**src/rtl/serial_add_pkg.sv**
```systemverilog
// Shared definitions for the bit-serial adder.
//   state_e       : FSM state encoding (IDLE, RUN, DONE)
//   DEFAULT_WIDTH : default operand/result width
package serial_add_pkg;

  localparam int unsigned DEFAULT_WIDTH = 8;

  typedef enum logic [1:0] {
    IDLE = 2'd0,
    RUN  = 2'd1,
    DONE = 2'd2
  } state_e;

endpackage : serial_add_pkg

```
**src/rtl/serial_adder_full_add.sv**
```systemverilog
// One-bit full adder used as the single arithmetic slice of serial_adder.
//   x, y : operand bits
//   ci   : carry in
//   s    : sum bit
//   co   : carry out
// Built from two half-adder slices with an OR merging their carries.
module full_add (
  input  logic x,
  input  logic y,
  input  logic ci,
  output logic s,
  output logic co
);

  logic ha0_s;
  logic ha0_c;
  logic ha1_c;

  // first half adder: x + y
  assign ha0_s = x ^ y;
  assign ha0_c = x & y;

  // second half adder: partial sum + carry in
  assign s     = ha0_s ^ ci;
  assign ha1_c = ha0_s & ci;

  assign co    = ha0_c | ha1_c;

endmodule : full_add

```
**src/rtl/serial_adder.sv**
```systemverilog
// Bit-serial adder: computes {cout, sum} = a + b + cin one bit per clock.
//   clk   : clock, rising edge active
//   rst_n : asynchronous active-low reset
//   start : begin an addition (sampled only in IDLE)
//   a, b  : operands, captured on the accepting edge
//   cin   : carry in, captured on the accepting edge
//   busy  : high whenever the FSM is not IDLE
//   done  : one-cycle pulse, sum/cout valid
//   sum   : registered result, held until the next completion
//   cout  : registered carry out, held like sum
module serial_adder
  import serial_add_pkg::*;
#(
  parameter int unsigned WIDTH = DEFAULT_WIDTH
) (
  input  logic             clk,
  input  logic             rst_n,
  input  logic             start,
  input  logic [WIDTH-1:0] a,
  input  logic [WIDTH-1:0] b,
  input  logic             cin,
  output logic             busy,
  output logic             done,
  output logic [WIDTH-1:0] sum,
  output logic             cout
);

  localparam int unsigned       CW       = (WIDTH > 1) ? $clog2(WIDTH) : 1;
  localparam logic [CW-1:0]     LAST_CNT = CW'(WIDTH - 1);

  state_e             state_q, state_d;
  logic [WIDTH-1:0]   a_q, a_d;
  logic [WIDTH-1:0]   b_q, b_d;
  logic [WIDTH-1:0]   res_q, res_d;
  logic               carry_q, carry_d;
  logic [CW-1:0]      cnt_q, cnt_d;
  logic [WIDTH-1:0]   sum_q, sum_d;
  logic               cout_q, cout_d;

  logic               fa_s;
  logic               fa_co;

  full_add u_full_add (
    .x  (a_q[0]),
    .y  (b_q[0]),
    .ci (carry_q),
    .s  (fa_s),
    .co (fa_co)
  );

  always_comb begin
    state_d = state_q;
    a_d     = a_q;
    b_d     = b_q;
    res_d   = res_q;
    carry_d = carry_q;
    cnt_d   = cnt_q;
    sum_d   = sum_q;
    cout_d  = cout_q;

    unique case (state_q)
      IDLE: begin
        if (start) begin
          a_d     = a;
          b_d     = b;
          carry_d = cin;
          cnt_d   = '0;
          state_d = RUN;
        end
      end

      RUN: begin
        // sum bits enter from the MSB side so that after WIDTH shifts
        // bit 0 of the result sits at res[0]
        res_d   = {fa_s, res_q[WIDTH-1:1]};
        a_d     = {1'b0, a_q[WIDTH-1:1]};
        b_d     = {1'b0, b_q[WIDTH-1:1]};
        carry_d = fa_co;
        cnt_d   = cnt_q + CW'(1);
        if (cnt_q == LAST_CNT) begin
          // publish including the bit produced on this very edge
          sum_d   = {fa_s, res_q[WIDTH-1:1]};
          cout_d  = fa_co;
          state_d = DONE;
        end
      end

      DONE: begin
        state_d = IDLE;
      end

      default: begin
        state_d = IDLE;
      end
    endcase
  end

  always_ff @(posedge clk or negedge rst_n) begin
    if (!rst_n) begin
      state_q <= IDLE;
      a_q     <= '0;
      b_q     <= '0;
      res_q   <= '0;
      carry_q <= 1'b0;
      cnt_q   <= '0;
      sum_q   <= '0;
      cout_q  <= 1'b0;
    end else begin
      state_q <= state_d;
      a_q     <= a_d;
      b_q     <= b_d;
      res_q   <= res_d;
      carry_q <= carry_d;
      cnt_q   <= cnt_d;
      sum_q   <= sum_d;
      cout_q  <= cout_d;
    end
  end

  assign busy = (state_q != IDLE);
  assign done = (state_q == DONE);
  assign sum  = sum_q;
  assign cout = cout_q;

endmodule : serial_adder
```
**config.mk**
```make
export PLATFORM = sky130hd
export DESIGN_NAME = serial_adder
export DESIGN_NICKNAME = d
export VERILOG_FILES = /design/src/rtl/serial_add_pkg.sv /design/src/rtl/serial_adder_full_add.sv /design/src/rtl/serial_adder.sv
export SDC_FILE = /design/constraint.sdc
export NUM_CORES = 1
export LEC_CHECK = 0
export ABC_AREA = 0
export CORE_AREA = 2 2 64 90
export CTS_CLUSTER_SIZE = 25
export DETAILED_ROUTE_END_ITERATION = 8
export DIE_AREA = 0 0 66 92
export GPL_TIMING_DRIVEN = 0
export PLACE_DENSITY = 0.66
export RECOVER_POWER = 50
export SLEW_MARGIN = 20
export SYNTH_ARGS = -nofsm -noshare
export SYNTH_HDL_FRONTEND = slang
export SYNTH_SLANG_ARGS = --single-unit
```
**constraint.sdc**
```tcl
create_clock -name clk -period 1.43 [get_ports clk]
set_clock_uncertainty 0.05 [all_clocks]
set_input_delay 0.286 -clock clk [delete_from_list [all_inputs] [get_ports clk]]
set_output_delay 0.286 -clock clk [all_outputs]
set_load 0.03 [all_outputs]
```
== Word-level counts from Yosys, hierarchy flattened ==
Index checks and enable logic that the tools add are counted.

* Memories kept: 0
* Memory bits (writable): 0
* Output and inout port bits: 11
* Bits in read-only memories: 0
* Bits in registers: 39
* Bits in latches: 0
* Word-level logic and storage cells: 36

* Multipliers: 0
* Reductions and logical operators: 6
* Mux-type cells: 11
* Order comparisons: 0
* Divide/modulo/power cells: 0
* Add/subtract/negate cells: 1
* Equality and inequality tests: 5
* Shift-type cells: 0
* Bitwise logic cells: 5

{| class="wikitable"
|+ Operators by type and width
! operator !! number
|-
| one-hot mux 8 bit (2 select lines) || 2
|-
| two-way mux 8 bit || 2
|-
| one-hot mux 3 bit (2 select lines) || 1
|-
| AND reduction 2 bit || 3
|-
| two-way mux 2 bit || 2
|-
| != test 2 bit (second input constant) || 2
|-
| one-hot mux 2 bit (2 select lines) || 1
|-
| nonzero test 2 bit || 2
|-
| adder 3 x 1 -> 3 bit (second input constant) || 1
|-
| equality test 3 bit (second input constant) || 1
|-
| two-way mux 3 bit || 1
|-
| AND 1 bit || 2
|-
| equality test 2 x 1 -> 1 bit (second input constant) || 1
|-
| equality test 2 bit (second input constant) || 1
|-
| zero test 2 bit || 1
|-
| one-hot mux 1 bit (2 select lines) || 1
|-
| XOR 1 bit || 2
|-
| two-way mux 1 bit || 1
|-
| bitwise OR 1 bit || 1
|}

== Longest topological paths before layout ==
Gate-level depths: netlist of the first run.

* Depth after elaboration: 4
* Gate-level depth with buffers: 5

== Hierarchy ==
From an unflattened synthesis of the first run, not the netlist that was laid out.

* Cell total of the unflattened synthesis: 135
* Area total of the unflattened synthesis: 1,794.2 um^2

{| class="wikitable"
|+ By module, submodules not included
! module !! sequential area each (um^2) !! area each (um^2) !! times used !! cells an instance
|-
| serial_adder || 950.9 || 1,774.2 || 1 || 134
|-
| full_add || 0.0 || 20.0 || 1 || 1
|}

== Worst setup path after synthesis of the first run ==
Ideal clock, no wire load.

* Kind: register to register
* Start point: register cnt_q[0]
* End point: register cout_q (netlist: cout)
* Buffers on the path: 1
* Required time: 1,255 ps
* Path slack: -32 ps
* Arrival: 1,287 ps
* Stages on the path, launching flop included: 6
* Cells stage by stage: dfrtp_1 ha_1 ha_1 nand3b_1 buf_6 mux2_4

* Word-level cells in the longest chain between the ends: 2

{| class="wikitable"
|+ Ends and longest elaborated chain
! what !! line !! RTL
|-
| start, declared || serial_adder.sv:36 || <nowiki>logic [CW-1:0] cnt_q, cnt_d;</nowiki>
|-
| start signal, assigned || serial_adder.sv:114 || <nowiki>cnt_q <= cnt_d;</nowiki>
|-
| equality test 3 bit || serial_adder.sv:80 || <nowiki>if (cnt_q == LAST_CNT) begin</nowiki>
|-
| AND reduction 2 bit (no source line) || - ||
|-
| end signal, assigned || serial_adder.sv:116 || <nowiki>cout_q <= cout_d;</nowiki>
|-
| end, declared || serial_adder.sv:38 || <nowiki>logic cout_q, cout_d;</nowiki>
|}

No other way between the ends.
A chain may end at the register's enable or synchronous reset.

== Worst setup path in the final report of the first run ==
* Start point: register state_q[1]
* End point: output port busy

* Word-level cells in the longest chain between the ends: 1

{| class="wikitable"
|+ Ends and longest elaborated chain
! what !! line !! RTL
|-
| start, declared || serial_adder.sv:31 || <nowiki>state_e state_q, state_d;</nowiki>
|-
| start signal, assigned || serial_adder.sv:109 || <nowiki>state_q <= state_d;</nowiki>
|-
| nonzero test 2 bit || serial_adder.sv:120 || <nowiki>assign busy = (state_q != IDLE);</nowiki>
|-
| end, declared || serial_adder.sv:22 || <nowiki>output logic busy,</nowiki>
|}

No other way between the ends.

==> out/qor.yml, run 1 <==
outcome:
  status: "complete, but fails checks"
  violations: "setup timing"
logic_synthesis:
  synthXorXnorAreaFrac_pct: 0
  synthDistinctLibCells: 29
  syn_area_um2: 1780
  postSynth.asyncResetShare_pct: 100
  synth_top_family_by_area: "simple AND/OR/NAND/NOR gates"
  synthTopCellsByArea: "dfrtp_1 53%, mux2_4 7.6%, o221a_2 6.3%, or4b_1 5.6%, mux2_2 4.4%"
  synthFlopType: "dfrtp_1"
  syn_nets: 150
  synth_edf_count: 0
  ys_seq_area_share_pct: 53.4
  synthSimpleGateAreaFrac_pct: 13.9
  synth_compound_area_share_pct: 11.8
  yosysMostFrequentCell: "dfrtp_1"
  ys_top_cells_by_count: "38 x dfrtp_1, 10 x o221a_2, 10 x or4b_1"
  yosysWarnings: 0
  synth_adder_area_share_pct: 2.53
  yosys.area.top_type: "dfrtp_1"
  muxShareOfSynthArea_pct: 12.6
  netlist_instances: 127
  synth_top_area_share_pct: 53.4
  postSynthAreaPerCell_um2: 14.0
  ys_seq_elements: 38
worst_setup_path:
  worst_setup_path_start_kind: "register"
  worstReg2RegEnd: "a_q[4]$_DFFE_PN0P_"
  cp-end-kind: "output pin"
  worstPathArrival_ns: 1.29
  rrSetupSlack_ns: -0.16
  reg2reg_depth: 5
  critPathKind: "register to output pin"
  worst_ep_required_time_ns: 1.09
  r2r-start: "state_q[1]$_DFFE_PN0P_"
  cp_max_fo: 3
global_route:
  antenna_found_initial: 0
  grt_max_degree: 32
  grt_pass1_wl_mm: 6.74
  grt_overflow_total: 0
  first_global_vias: 1374
  gr-usage-all-layers_pct: 14.8
power_and_ir_drop:
  fin_total_pwr_w: 0.00524
  ir_drop_mv: 0.792
  leakage_nw: 1.12
  power.density_nw_per_um2: 2090
floorplanning:
  start_util_pct: 33.2
  die_h_um: 92
  die_w_um: 66
  core_area_um2: 5370
  die-area_um2: 6070
  fp-row-count: 32
  io_pins: 31
cts:
  cts-root-buf: "clkbuf_8"
  cts_max_level: 2
  path_clk_slew_ns: 0.07
  clk_path_buf_depth: 2
  clock_sinks: 38
  cts_tree: "yes"
  cts_buffers: 5
  worstSkewPairLatency_ns: 0.29
timing:
  finalSetupTns_ns: -1.65
  hold_viol_final: 0
  tightest_slew_ns: 0.426
  setup_ws_ns: -0.194
  relSlewSlack_pct: 71.6
  min_period_ns: 1.62
  period_share_pct: 114
  finalSetupViolations: 24
  clock.fmax_ghz: 0.616
  final_max_slew_viol_count: 0
  rsz0062_at_grt: "yes"
drt:
  vias: 1250
  vias_per_cell: 5.10
  first_pass_iters: 4
  ant_nets: 0
  routed_wl_mm: 4.08
  wl_per_cell_um: 16.6
  drc_errors: 0
  first_iter_violations: 86
final_layout:
  drive_above_1_share_pct: 42.9
  layout.nets: 199
  insertedDiodeCount: 0
  syn_to_final_growth_pct: 41.0
worst_hold_path:
  hold_path.class: "input port to async pin"
run:
  drv_cap: 0
placed_design:
  globalplace.congestion: 0.754
  port_buffers: 30
  dp_hpwl_mm: 2.80
## registers in the layout, summed over array words and instances (netlist names)
name     cells
sum          8
cnt_q        3
res_q        7
a_q          8
b_q          8
cout         1
carry_q      1
state_q      2
## power by group
part	internal [W]	switching, W	total, W
clock	0.000389	0.000368	0.000757
sequential	0.00160	0.000349	0.00195
combinational	0.00140	0.00114	0.00254
## final cells by class
cell class / count / area (µm²)
flip-flops and latches: 38 / 951
plain buffers: 11 / 97.6
inverters: 6 / 22.5
multi-input cells: 71 / 848
repair buffers: 43 / 414
clock inverters: 1 / 5.00
clock buffers: 7 / 86.3
well taps: 68 / 85.1
fillers: 490 / 2860
## cells in the final DEF, fill, tap and decap left out, types with 3 or more instances in the layout
cell and instances:
clkdlybuf4s50_1 17, dfrtp_1 38, dlygate4sd2_1 9, inv_1 5
or4b_1 9, buf_6 15, clkbuf_8 6, buf_4 5
mux2_2 5, nor4b_2 3, nand2b_1 3, mux2_4 11
nor3b_1 5, o221a_2 10
## stage by stage
| stage | std cells | util [%] | setup WS [ns] | hold WS, ns | cell area, µm² |
|---|---|---|---|---|---|
| after global placement | 225 | 40.5 | -0.771 | 0.436 | 2170 |
| after detailed placement | 226 | 40.7 | -0.507 | 0.0981 | 2190 |
| after floorplan | 127 | - | 0.000402 | -0.0596 | 1790 |
| after CTS | 243 | 44.5 | -0.223 | 0.324 | 2390 |
| after global routing | 245 | 46.8 | -0.231 | 0.404 | 2510 |
| final | 245 | 46.8 | -0.194 | 0.376 | 2510 |
## worst max-delay path, cell delays in order (launching register included)
cell	delay, ns
dfrtp_1	0.41
buf_6	0.13
buf_6	0.11
or2_4	0.22
buf_6	0.14
## worst max path at each step
stage                           start  slack, ns                  to
2_1_floorplan    cnt_q[0]$_DFFE_PN0P_     0.0004    cout$_DFFE_PN0P_
3_5_place_dp   state_q[1]$_DFFE_PN0P_      -0.51                busy
5_1_grt        state_q[1]$_DFFE_PN0P_      -0.23                busy
3_3_place_gp                    rst_n      -0.77  b_q[3]$_DFFE_PN0P_
4_1_cts        state_q[1]$_DFFE_PN0P_      -0.22                busy
6_report       state_q[1]$_DFFE_PN0P_      -0.19                busy
## timing repair
item	CTS	global route
hold buffers	1	0
pin swaps	3	9
cloned	1	0
buffers inserted	7	4
endpoints found under the hold margin	7	0
gates resized for setup	39	28
setup endpoints to repair	37	28
## logic make-up (layout without fill, tap and decap cells)
| family | count (synthesis) | after routing |
|---|---|---|
| DFF | 38 | 38 |
| adders and majority gates | 3 | 3 |
| and+or+nand+nor | 29 | 29 |
| muxes | 17 | 17 |
| AOI/OAI and AO/OA | 22 | 22 |
| buffers and inverters | 18 | 68 |
## routing by layer
layer / track usage [%] / vias up / routed length [µm]
met1: 17.8 / 629 / 1630
li1: - / 578 / -
met5: 0 / - / 0
met4: 5.10 / 0 / 62
met2: 25.3 / 36 / 2210
met3: 3.56 / 7 / 177
(Power assumes the default switching activity.)
==> run 2, diff against run 1 <==
Settings changed: GPL_TIMING_DRIVEN 0 to 1.
==> run 2 against run 1 <==
Net effect: cell count fell by 0.41%; combinational power fell by 2%; the run still ends with setup timing left; via count fell by 1.8%; hold slack improved by 0.080 ns; setup slack improved by 0.082 ns; maximum frequency rose by 5.3%; die area did not move; design area fell by 1.7%.
==> out/qor.yml, run 2 (same netlist as run 1, synthesis figures left out) <==
cts:
  cts_tree: "yes"
  clock_sinks: 38  # unchanged
  cts_max_level: 2  # unchanged
  cts_buffers: 5  # unchanged
  path_clk_slew_ns: 0.07  # about the same
  cts-root-buf: "clkbuf_8"
  cts_hold_buf: 0  # -1
  worstSkewPairLatency_ns: 0.29  # about the same
  clk_path_buf_depth: 2  # unchanged
final_layout:
  syn_to_final_growth_pct: 38.6
  final_common_cell: "dfrtp_1"
  insertedDiodeCount: 0  # unchanged
  layout_common_cells: "38 x dfrtp_1, 19 x clkdlybuf4s50_1, 14 x buf_4"
  fillCellCount: 499  # +1.8%
  drive_above_1_share_pct: 40.3  # -2.6 points
  fin_area_um2: 2470  # -1.7%
  utilization_pct: 46.0  # -0.79 points
  layout.nets: 198  # -0.50%
floorplanning:
  fp-row-count: 32  # unchanged
  core_area_um2: 5370  # unchanged
  die_w_um: 66  # unchanged
  io_pins: 31  # unchanged
  die-area_um2: 6070  # unchanged
  die_h_um: 92  # unchanged
  start_util_pct: 33.2  # unchanged
timing:
  relSlewSlack_pct: 37.7  # -34 points
  tightest_slew_ns: 0.934  # +0.508 ns
  setup_ws_ns: -0.112  # +0.0824 ns
  rsz0062_at_grt: "yes"
  final_max_slew_viol_count: 0  # unchanged
  finalSetupViolations: 21  # -13%
  min_period_ns: 1.54  # -0.0824 ns
  clock.fmax_ghz: 0.649  # +5.3%
  period_share_pct: 108  # -5.8 points
  hold_viol_final: 0  # unchanged
placed_design:
  port_buffers: 30  # unchanged
  globalplace.congestion: 0.762  # +1.1%
  placed_area_um2: 2240  # +2.3%
  dp_hpwl_mm: 2.79  # -0.34%
worst_setup_path:
  rrSetupSlack_ns: -0.08  # +0.08 ns
  cp_max_fo: 3  # unchanged
  r2r-start: "state_q[0]$_DFFE_PN0P_"
  worst-path-buf-inv: 2  # -1
  startpoint: "state_q[0]$_DFFE_PN0P_"
  cp_common_cell: "buf_6"
  worst_ep_required_time_ns: 1.09  # about the same
  critPathKind: "register to output pin"
  critPathCapture: "busy"
  worstPathCellList: "buf_6 > or2_4 > buf_6"
  worstPathArrival_ns: 1.21  # -0.08 ns
  cp-end-kind: "output pin"
  worst_setup_path_start_kind: "register"
  cp_top_family: "flip-flops"
  cpPeakStageDelay_ns: 0.40  # about the same
  cp_slowest_cell: "dfrtp_1"
  worstReg2RegEnd: "a_q[4]$_DFFE_PN0P_"
  path_depth: 3  # -1
  reg2reg_depth: 4  # -1
drt:
  wl_per_cell_um: 15.8  # -5.0%
  first_pass_iters: 4  # unchanged
  first_iter_violations: 93  # +8.1%
  ant_nets: 0  # unchanged
  vias_per_cell: 5.03  # -1.4%
  vias: 1227  # -1.8%
  routed_wl_mm: 3.86  # -5.3%
  drc_errors: 0  # unchanged
run:
  drv_cap: 0  # unchanged
global_route:
  gr-usage-all-layers_pct: 13.6  # -1.1 points
  antenna_found_initial: 0  # unchanged
  grt_max_degree: 39  # +22%
  grt_overflow_total: 0  # unchanged
  first_global_vias: 1282  # -6.7%
  grt_pass1_wl_mm: 6.13  # -9.0%
outcome:
  violations: "setup timing"
  status: "complete, but fails checks"
power_and_ir_drop:
  power.density_nw_per_um2: 2100  # +0.41%
  ir_drop_mv: 0.632  # -20%
  leakage_nw: 1.10  # -1.4%
worst_hold_path:
  hold_path.class: "register to register"
-- run 2: cell count changes in the layout (fill, tap and decap cells not counted), sizes merged --
cell and delta:
clkdlybuf4s50 +2, dlymetal6s2s -1, dlygate4sd3 -1, clkbuf -3, buf +2
-- run 2: worst reg2reg max path, cell delays in order, from the launching register on --
cell	delay [ns]
dfrtp_1	0.40
buf_4	0.15
buf_12	0.14
or4b_4	0.52
o221a_2	0.13
-- run 2: area by class of cell --
cell class / count / area, µm² / share of cell area [%]
clock inverter: 1 / 5.00 / 0.203
timing repair buffer: 53 / 509 / 20.6
multi-input combinational: 71 / 808 / 32.8
tap: 68 / 85.1 / 3.45
sequential: 38 / 951 / 38.5
inverter: 6 / 22.5 / 0.913
clock buffer: 7 / 86.3 / 3.50
-- run 2: layer usage --
layer	up-vias	part of all wire [%]	wire (µm)	GRT usage, %
met2	30	53	2050	24.1
met3	5	4.1	159	3.80
met4	0	1.6	61	4.59
met1	616	41	1590	15.5
li1	576	-	-	-
met5	-	0	0	0
-- run 2: metrics by stage --
step / total power [W] / setup TNS (ns) / instances / setup WS [ns] / hold slack [ns]
3_5_place_dp: 0.00427 / -5.22 / 228 / -0.281 / 0.448
5_1_grt: 0.00548 / -1.96 / 244 / -0.139 / 0.471
4_1_cts: 0.00508 / -1.20 / 243 / -0.0936 / 0.330
6_report: 0.00518 / -1.41 / 244 / -0.112 / 0.456
3_3_place_gp: 0.00414 / -4.42 / 228 / -0.233 / 0.436
2_1_floorplan: 0.00345 / 0 / 127 / 0.000402 / -0.0596
-- run 2: worst min path at each step --
stage	startpoint	end	slack, ns	depth (start not counted)
after floorplan	rst_n	a_q[0]$_DFFE_PN0P_	-0.06	0
after global placement	res_q[1]$_DFFE_PN0P_	sum[0]$_DFFE_PN0P_	0.44	1
after detailed placement	sum[1]$_DFFE_PN0P_	sum[1]$_DFFE_PN0P_	0.45	1
after CTS	rst_n	carry_q$_DFFE_PN0P_	0.33	2
after global routing	sum[6]$_DFFE_PN0P_	sum[6]$_DFFE_PN0P_	0.47	1
final	sum[1]$_DFFE_PN0P_	sum[1]$_DFFE_PN0P_	0.46	1
-- run 2: what timing repair did --
item | 4_1_cts | 5_1_grt
buffers inserted | 7 | 2
pin swaps | 8 | 3
resized for setup | 20 | 11
setup endpoints to repair | 20 | 30
cloned | 0 | 0
-- run 2: where the power goes --
group,switching [W],internal [W],leakage [nW],total [W]
combinational,0.00110,0.00139,0.604,0.00248
sequential,0.000347,0.00160,0.448,0.00194
clock,0.000362,0.000389,0.0482,0.000750
==> run 3, diff against run 2 <==
Settings changed: GPL_ROUTABILITY_DRIVEN from default to 0.
==> results of run 3 <==
The final DEF is identical to that of run 2; final timing and power are the same.
